$ cat config.mk
export PLATFORM = sky130hd
export DESIGN_NAME = mest_pro_prog_loader_mem
export DESIGN_NICKNAME = d
export VERILOG_FILES = /design/src/rtl/mest_pro_prog_loader_mem.sv
export SDC_FILE = /design/constraint.sdc
export NUM_CORES = 2
export LEC_CHECK = 0
export ABC_AREA = 1
export BUFFER_PORTS_ARGS = -buffer_cell sky130_fd_sc_hd__buf_2
export CAP_MARGIN = 20
export CORE_UTILIZATION = 33
export CTS_CLUSTER_DIAMETER = 40
export CTS_CLUSTER_SIZE = 25
export DETAILED_ROUTE_END_ITERATION = 7
export HOLD_SLACK_MARGIN = 0.02
export PLACE_DENSITY = 0.59
export SLEW_MARGIN = 0
export SYNTH_ARGS = -nofsm -noshare
export SYNTH_HDL_FRONTEND = slang
export SYNTH_SLANG_ARGS = --single-unit
$ cat constraint.sdc
create_clock -name clk -period 3.3 [get_ports clk]
set_input_delay 0.33 -clock clk [delete_from_list [all_inputs] [get_ports clk]]
set_output_delay 0.33 -clock clk [all_outputs]
set_load 0.05 [all_outputs]
$ cat src/rtl/mest_pro_prog_loader_mem.sv
// MESTPro program memory: byte-serial loader plus same-cycle fetch port.
// The core only runs once a complete image is resident.
`ifndef INSTRUCTION_SIZE
`define INSTRUCTION_SIZE 32
`endif
`ifndef ADDR_BITS
`define ADDR_BITS 6
`endif

module mest_pro_prog_loader_mem #(
   parameter int INSTRUCTION_SIZE = `INSTRUCTION_SIZE,
   parameter int ADDR_BITS        = `ADDR_BITS
) (
   input  logic                        clk,
   input  logic                        i_reset,
   input  logic                        i_load_start,
   input  logic [ADDR_BITS-1:0]        i_load_words,
   input  logic                        i_byte_valid,
   input  logic [7:0]                  i_byte,
   output logic                        o_byte_ready,
   output logic                        o_load_done,
   output logic                        o_core_run,
   output logic [ADDR_BITS:0]          o_prog_len,
   input  logic                        i_req,
   input  logic [ADDR_BITS-1:0]        i_prog_counter,
   output logic [INSTRUCTION_SIZE-1:0] o_instruction,
   output logic                        o_req_err
);

   localparam int IS    = INSTRUCTION_SIZE;
   localparam int AB    = ADDR_BITS;
   localparam int DEPTH = 1 << AB;
   localparam int BPW   = IS / 8;
   localparam int BCW   = (BPW > 1) ? $clog2(BPW) : 1;

   typedef enum logic [1:0] {
      ST_EMPTY,
      ST_LOAD,
      ST_READY
   } state_t;

   state_t            state_q;
   logic [IS-1:0]     mem_q [DEPTH];
   logic [AB:0]       words_q;
   logic [AB-1:0]     wptr_q;
   logic [BCW-1:0]    bcnt_q;
   logic [IS-1:0]     asm_q;
   logic [AB:0]       plen_q;
   logic              done_q;
   logic              err_q;

   logic              beat;
   logic              last_byte;
   logic [IS-1:0]     asm_d;
   logic [AB:0]       plen_inc;
   logic [AB:0]       words_d;
   logic              pc_ok;

   assign beat      = (state_q == ST_LOAD) && i_byte_valid;
   assign last_byte = (bcnt_q == BCW'(BPW - 1));
   assign asm_d     = (asm_q << 8) | IS'(i_byte);
   assign plen_inc  = plen_q + {{AB{1'b0}}, 1'b1};
   assign pc_ok     = {1'b0, i_prog_counter} < plen_q;

   // A zero word count selects the full array depth.
   assign words_d = (i_load_words == '0) ? {1'b1, {AB{1'b0}}}
                                         : {1'b0, i_load_words};

   always_ff @(posedge clk) begin
      if (i_reset) begin
         state_q <= ST_EMPTY;
         words_q <= '0;
         wptr_q  <= '0;
         bcnt_q  <= '0;
         asm_q   <= '0;
         plen_q  <= '0;
         done_q  <= 1'b0;
         err_q   <= 1'b0;
         for (int i = 0; i < DEPTH; i++) mem_q[i] <= '0;
      end else begin
         done_q <= 1'b0;
         err_q  <= i_req && ((state_q != ST_READY) || !pc_ok);
         case (state_q)
            ST_EMPTY, ST_READY: begin
               if (i_load_start) begin
                  state_q <= ST_LOAD;
                  words_q <= words_d;
                  wptr_q  <= '0;
                  bcnt_q  <= '0;
                  asm_q   <= '0;
                  plen_q  <= '0;
               end
            end
            ST_LOAD: begin
               if (beat) begin
                  asm_q <= asm_d;
                  if (last_byte) begin
                     mem_q[wptr_q] <= asm_d;
                     wptr_q        <= wptr_q + 1'b1;
                     bcnt_q        <= '0;
                     plen_q        <= plen_inc;
                     if (plen_inc == words_q) begin
                        state_q <= ST_READY;
                        done_q  <= 1'b1;
                     end
                  end else begin
                     bcnt_q <= bcnt_q + 1'b1;
                  end
               end
            end
            default: state_q <= ST_EMPTY;
         endcase
      end
   end

   assign o_byte_ready  = (state_q == ST_LOAD);
   assign o_core_run    = (state_q == ST_READY);
   assign o_load_done   = done_q;
   assign o_prog_len    = plen_q;
   assign o_req_err     = err_q;
   assign o_instruction = ((state_q == ST_READY) && pc_ok)
                          ? mem_q[i_prog_counter] : '0;

endmodule
After elaboration in Yosys (flattened, before gate mapping)
Memory sizes are Yosys's and may differ from the RTL's.
Cells that the tools add are included.
{"block": "totals", "register_bits": 50, "mem_bits_rw": 2048, "output_inout_bits": 43, "elab_cells": 74, "memories": 1}
{"name": "mem_q", "depth": 64, "width": 32, "read_ports": 1, "rd_clocked_by_memory_dff": 0, "write_ports": 64, "line": "43", "source": "logic [IS-1:0] mem_q [DEPTH];"}
{"block": "classes", "n_addsub": 3, "magnitude_cmp": 1, "eq_ne": 9, "mux": 33, "bitwise_logic": 4, "reduce_logical": 15}
{"operator": "32-bit 2-to-1 mux", "count": 2}
{"operator": "24-bit 2-to-1 mux", "count": 2}
{"operator": "24-bit one-hot mux with 2 select lines", "count": 1}
{"operator": "32-bit by 8-bit OR with 32-bit output", "count": 1}
{"operator": "32-bit OR reduction", "count": 1}
{"operator": "7-bit 2-to-1 mux", "count": 4}
{"operator": "6-bit 2-to-1 mux", "count": 4}
{"operator": "2-bit 2-to-1 mux", "count": 7}
{"operator": "7-bit one-hot mux with 2 select lines", "count": 1}
{"operator": "6-bit one-hot mux with 2 select lines", "count": 1}
{"operator": "1-bit 2-to-1 mux", "count": 9}
{"operator": "2-bit one-hot mux with 2 select lines", "count": 2}
{"operator": "4-bit AND reduction", "count": 2}
{"operator": "7-bit by 1-bit adder with 7-bit output, second input constant", "count": 1}
{"operator": "7-bit equality test", "count": 1}
{"operator": "6-bit by 7-bit less-than comparator with 1-bit output", "count": 1}
{"operator": "6-bit by 1-bit adder with 6-bit output, second input constant", "count": 1}
{"operator": "6-bit logical NOT", "count": 1}
{"operator": "2-bit by 1-bit inequality test with 1-bit output, second input constant", "count": 3}
{"operator": "2-bit equality test, second input constant", "count": 2}
{"operator": "2-bit inequality test, second input constant", "count": 2}
{"operator": "4-bit OR reduction", "count": 1}
{"operator": "1-bit logical AND", "count": 3}
{"operator": "1-bit inverter", "count": 3}
{"operator": "other kinds (9)", "count": 9}

Depth between registers and ports, before layout
{"block": "depth", "ltp_word": 8, "mapped_depth": 14, "depth_no_buf": 12}

Worst setup path after synthesis
Ideal clock, no wire load.
{"block": "synth_timing", "path_type": "register -> output", "from": "reg plen_q[2], in the netlist o_prog_len[2]", "to": "out o_instruction[10]", "arrival_ns": 2.618, "setup_slack_ns": 0.352, "stages_incl_launch_ff": 10, "cell_sequence": "dfxtp_1 > clkbuf_1 > inv_1 > ha_1 > a21oi_1 > nand2_1 > nand4_1 > nand3_1 > clkbuf_1 > nor2_1"}
{"block": "synth_via", "elab_chain_cells": 3}
{"element": "start: declaration", "line": "48", "source": "logic [AB:0] plen_q;"}
{"element": "start signal: assignment", "line": "101", "source": "plen_q <= plen_inc;"}
{"element": "6-bit by 7-bit less-than comparator with 1-bit output", "line": "63", "source": "assign pc_ok = {1'b0, i_prog_counter} < plen_q;"}
{"element": "1-bit logical AND", "line": "121", "source": "assign o_instruction = ((state_q == ST_READY) && pc_ok)"}
{"element": "32-bit 2-to-1 mux", "line": "122", "source": "? mem_q[i_prog_counter] : '0;"}
{"element": "end: declaration", "line": "26", "source": "output logic [INSTRUCTION_SIZE-1:0] o_instruction,"}
Every way passes these cells.

Final worst setup path
{"block": "layout_timing", "from": "in i_prog_counter[1]", "to": "out o_instruction[3]"}
{"block": "layout_via", "elab_chain_cells": 3}
{"element": "start: declaration", "line": "25", "source": "input logic [ADDR_BITS-1:0] i_prog_counter,"}
{"element": "parallel branches: the longest is 2 deep, another holds memory 64 x 32 bit"}
{"element": "32-bit 2-to-1 mux (*)", "line": "122"}
Every way passes the cells marked *.

==> results.md <==
| Result | This run |
| --- | --- |
| Number of antenna violations at the first check in global routing | 9 |
| First-pass iteration count of the detailed router | 8 |
| Number of vias in the routed layout | 73.2k |
| Clock tree buffer depth | 4 |
| Post-synthesis instance total | 9,553 |
| Sequential cell area | 62,500 um2 |
| Warnings, synthesis | 0 |
| Placeable core region | 280,000 um2 |
| Number of nets with antenna violations after routing | 0 |
| Cell repeated most along the worst path | nand3_1 |
| Total number of placement rows | 194 |
| I/O pin cnt | 68 |
| Violated checks | negative setup slack |
| Number of nets in the finished design | 9,562 |
| Pins Over Slew Limit | 0 |
| Setup crit end kind | output pin |
| Longest individual stage delay on the worst path | 360 ps |
| Leak | 39.2 nW |
| Slowest CP cell | inv_8 |
| Remaining global-route overflow | 0 |
| Top-area cell type share of the netlist area | 65.9% |
| Number of maximum-capacitance constraint violations | 0 |
| Max Clock Freq | 299 MHz |
| Worst Setup Path Type | in -> out |
| Detailed Place HPWL | 203 mm |
| Slew at the pin with the worst max-slew slack | 1090 ps |
| CTS tree | built |
| Ordered list of cells on the worst path | buf_8 > inv_8 > buf_12 > buf_12 > nand3_1 > nand3_1 > nand3_1 > nand3_1 > nand3_1 > nand2_1 > nor2_1 > buf_12 |
| Peak supply drop | 0.578 mV |
| Layout overhead on the synthesized area | 18.5% |
| Period utilisation layout | 101% |
| CP required | 2970 ps |
| Worst-Skew Late Latency | 960 ps |
| GRT Util Overall | 22.9% |
| Total CTS buffers | 285 |
| Final worst slack | -47.5 ps |
| Library cell used as clock root buffer | clkbuf_16 |
| Setup total negative slack | -131 ps |
| Area of placed instances | 101,000 um2 |
| Final critical-path required period | 3350 ps |
| Number of design rule violations left after detail routing | 0 |
| Area of the multi-input gates | 27,500 um2 |
| Per-instance average area after synthesis | 9.77 um2 |
| Cell taking the most area after synthesis | edfxtp_1 |
| Most common cell after layout, fill and taps aside | nand2_1 |
| Wire length after detailed routing | 335 mm |
| Power per unit of standard cell area | 598 nW/um2 |
| Detailed Route Iter0 Violations | 10.4k |
| Type of the most critical hold path | in -> reg |
| Top library cells by usage in the layout, fill and taps aside | nand2_1, nor2_1, edfxtp_1 |
| Chip Height | 534 um |
| Portion of the post-synthesis area used by sequential elements | 67.0% |
| Last weighted congestion value of the routability-driven placer | 0.917 |
| Design area | 111,000 um2 |
| Buffer and inverter count on the worst path | 5 |
| Global-route wire length before repair | 480 mm |
| Clock-pin slew reported for the worst setup and hold paths after clock tree synthesis | 50 ps |
| Worst hold slack after final layout | 149 ps |
| Delay-heaviest family, CP | simple AND/OR/NAND/NOR gates |
| Finished Core Util | 39.4% |
| I/O Buffers | 67 |
| Largest net degree at the start of global routing | 79 |
| Average routed wire per standard cell | 24.9 um |
| Number of failing setup endpoints in the final timing report | 6 |
| Final Hold Fails | 0 |
| Slew margin rel. | 27.1% |
| Critical path peak fanout | 25 |
| Syn_nets | 9,586 |
| Sinks on the clock net | 2,098 |
| Top area cells in the synthesized netlist | edfxtp_1, nand3_1, nand2_1, nor2_1, clkbuf_1 |
| Die width | 534 um |
| Initial core utilization | 33.3% |
| CTS H-Tree Depth | 5 |
| Number of global-route vias before repair | 68.4k |
| Total Die Area | 285,000 um2 |
| Count of fill cells added during filler insertion | 27.0k |
| Count of distinct cell types in the synthesized netlist | 29 |
| Setup skew after layout | 80.9 ps |
| Routed via count divided by cell count | 5.44 |
| Cell area after synthesis | 93,300 um2 |
| Critical Path Source Type | primary input |
| Result of the run | complete, but fails checks |
| Share of layout cells above drive strength 1 | 10.8% |
| CP arrival | 3020 ps |
| #FFs+latches synth | 2,098 |
[kinds of logic after synthesis]
kind of cell             Yosys count  synth area share, %
AO/OA/AOI/OAI                     57                0.316
XOR/XNOR                           3               0.0282
buffers and inverters            928                 3.74
AND/OR/NAND/NOR                 6459                 28.9
flip-flops                      2098                 67.0
adder cells (fa/ha/maj)            8                0.107
[sequential cells by signal, indices dropped and copies added, names as in the netlist]
register,cells
o_prog_len,7
bcnt_q,2
state_q,2
words_q,7
mem_q,2048
asm_q,24
wptr_q,6
o_load_done,1
o_req_err,1
[cells in the mapped netlist]
cell and count:
nand2_1 2271, nor2_1 2111, edfxtp_1 2048, nand3_1 2045
clkbuf_1 779, buf_1 72, dfxtp_1 50, a21oi_1 42
inv_2 39, inv_1 30, o21ai_0 11, nand4_1 10
nor3_1 9, ha_1 8, buf_2 6, nor3_2 3
clkinv_1 2, nand3b_1 2, nor2_4 2, nor3_4 2
nor4_1 2, xor2_1 2, a21o_1 1, a22oi_1 1
nor4_4 1, o211ai_1 1, o31ai_1 1, or2_2 1
xnor2_1 1
[worst reg2reg max path, stage by stage (launching register included)]
cell	delay [ps]
dfxtp_1	380
inv_2	60
nor2_2	90
nand2_1	120
nor2_4	280
inv_2	100
nor2_4	100
inv_2	140
nor4_4	580
nand2_1	150
nand2_1	440
buf_12	280
[cell type report]
| type | instances | area share, % |
|---|---|---|
| Clock inverter | 173 | 1.65 |
| Sequential cell | 2098 | 56.5 |
| Timing Repair Buffer | 546 | 5.72 |
| Clock buffer | 318 | 6.72 |
| Tap cell | 3724 | 4.21 |
| Inverter | 71 | 0.301 |
| Antenna cell | 4 | 0.00905 |
| Multi-Input combinational cell | 6527 | 24.9 |
[timing repair]
item / CTS / global route
setup endpoints to repair: 12 / 10
hold endpoints to repair: 35 / 0
gates resized for setup: 16 / 17
hold buffers: 25 / 0
buffers inserted: 0 / 4
[final timing paths]
kind	startpoint	endpoint	slack (ps)	depth (start not counted)
min	i_req	o_req_err$_SDFF_PP0_	150	4
max	i_prog_counter[1]	o_instruction[3]	-50	12
min reg2reg	bcnt_q[1]$_SDFFE_PP0P_	bcnt_q[1]$_SDFFE_PP0P_	480	2
max reg2reg	state_q[0]$_SDFFE_PP0P_	mem_q[45][26]$_SDFFCE_PN0P_	270	11
[layer usage]
metal	part of all wire [%]	GRT usage (%)	up-vias
met5	0.0066	0	-
met4	6.5	13.8	4
met1	38	30.0	35800
li1	-	-	32300
met2	45	35.2	4324
met3	11	4.37	758
[metrics by stage]
step	worst slack [ps]	cells	power (mW)
3_3_place_gp	-44.6	12900	36.0
5_1_grt	-19.0	13500	67.7
6_report	-47.5	13500	66.1
4_1_cts	4.31	13500	66.2
3_5_place_dp	-28.7	12900	36.1
2_1_floorplan	352	9553	33.7
[power breakdown]
part           internal, mW  leakage [nW]  switching (mW)
sequential             30.3          20.3           0.327
combinational          1.34          14.4            3.72
clock                  18.1          4.46            12.3
total                  49.8          39.2            16.3
(Power assumes the default switching activity.)
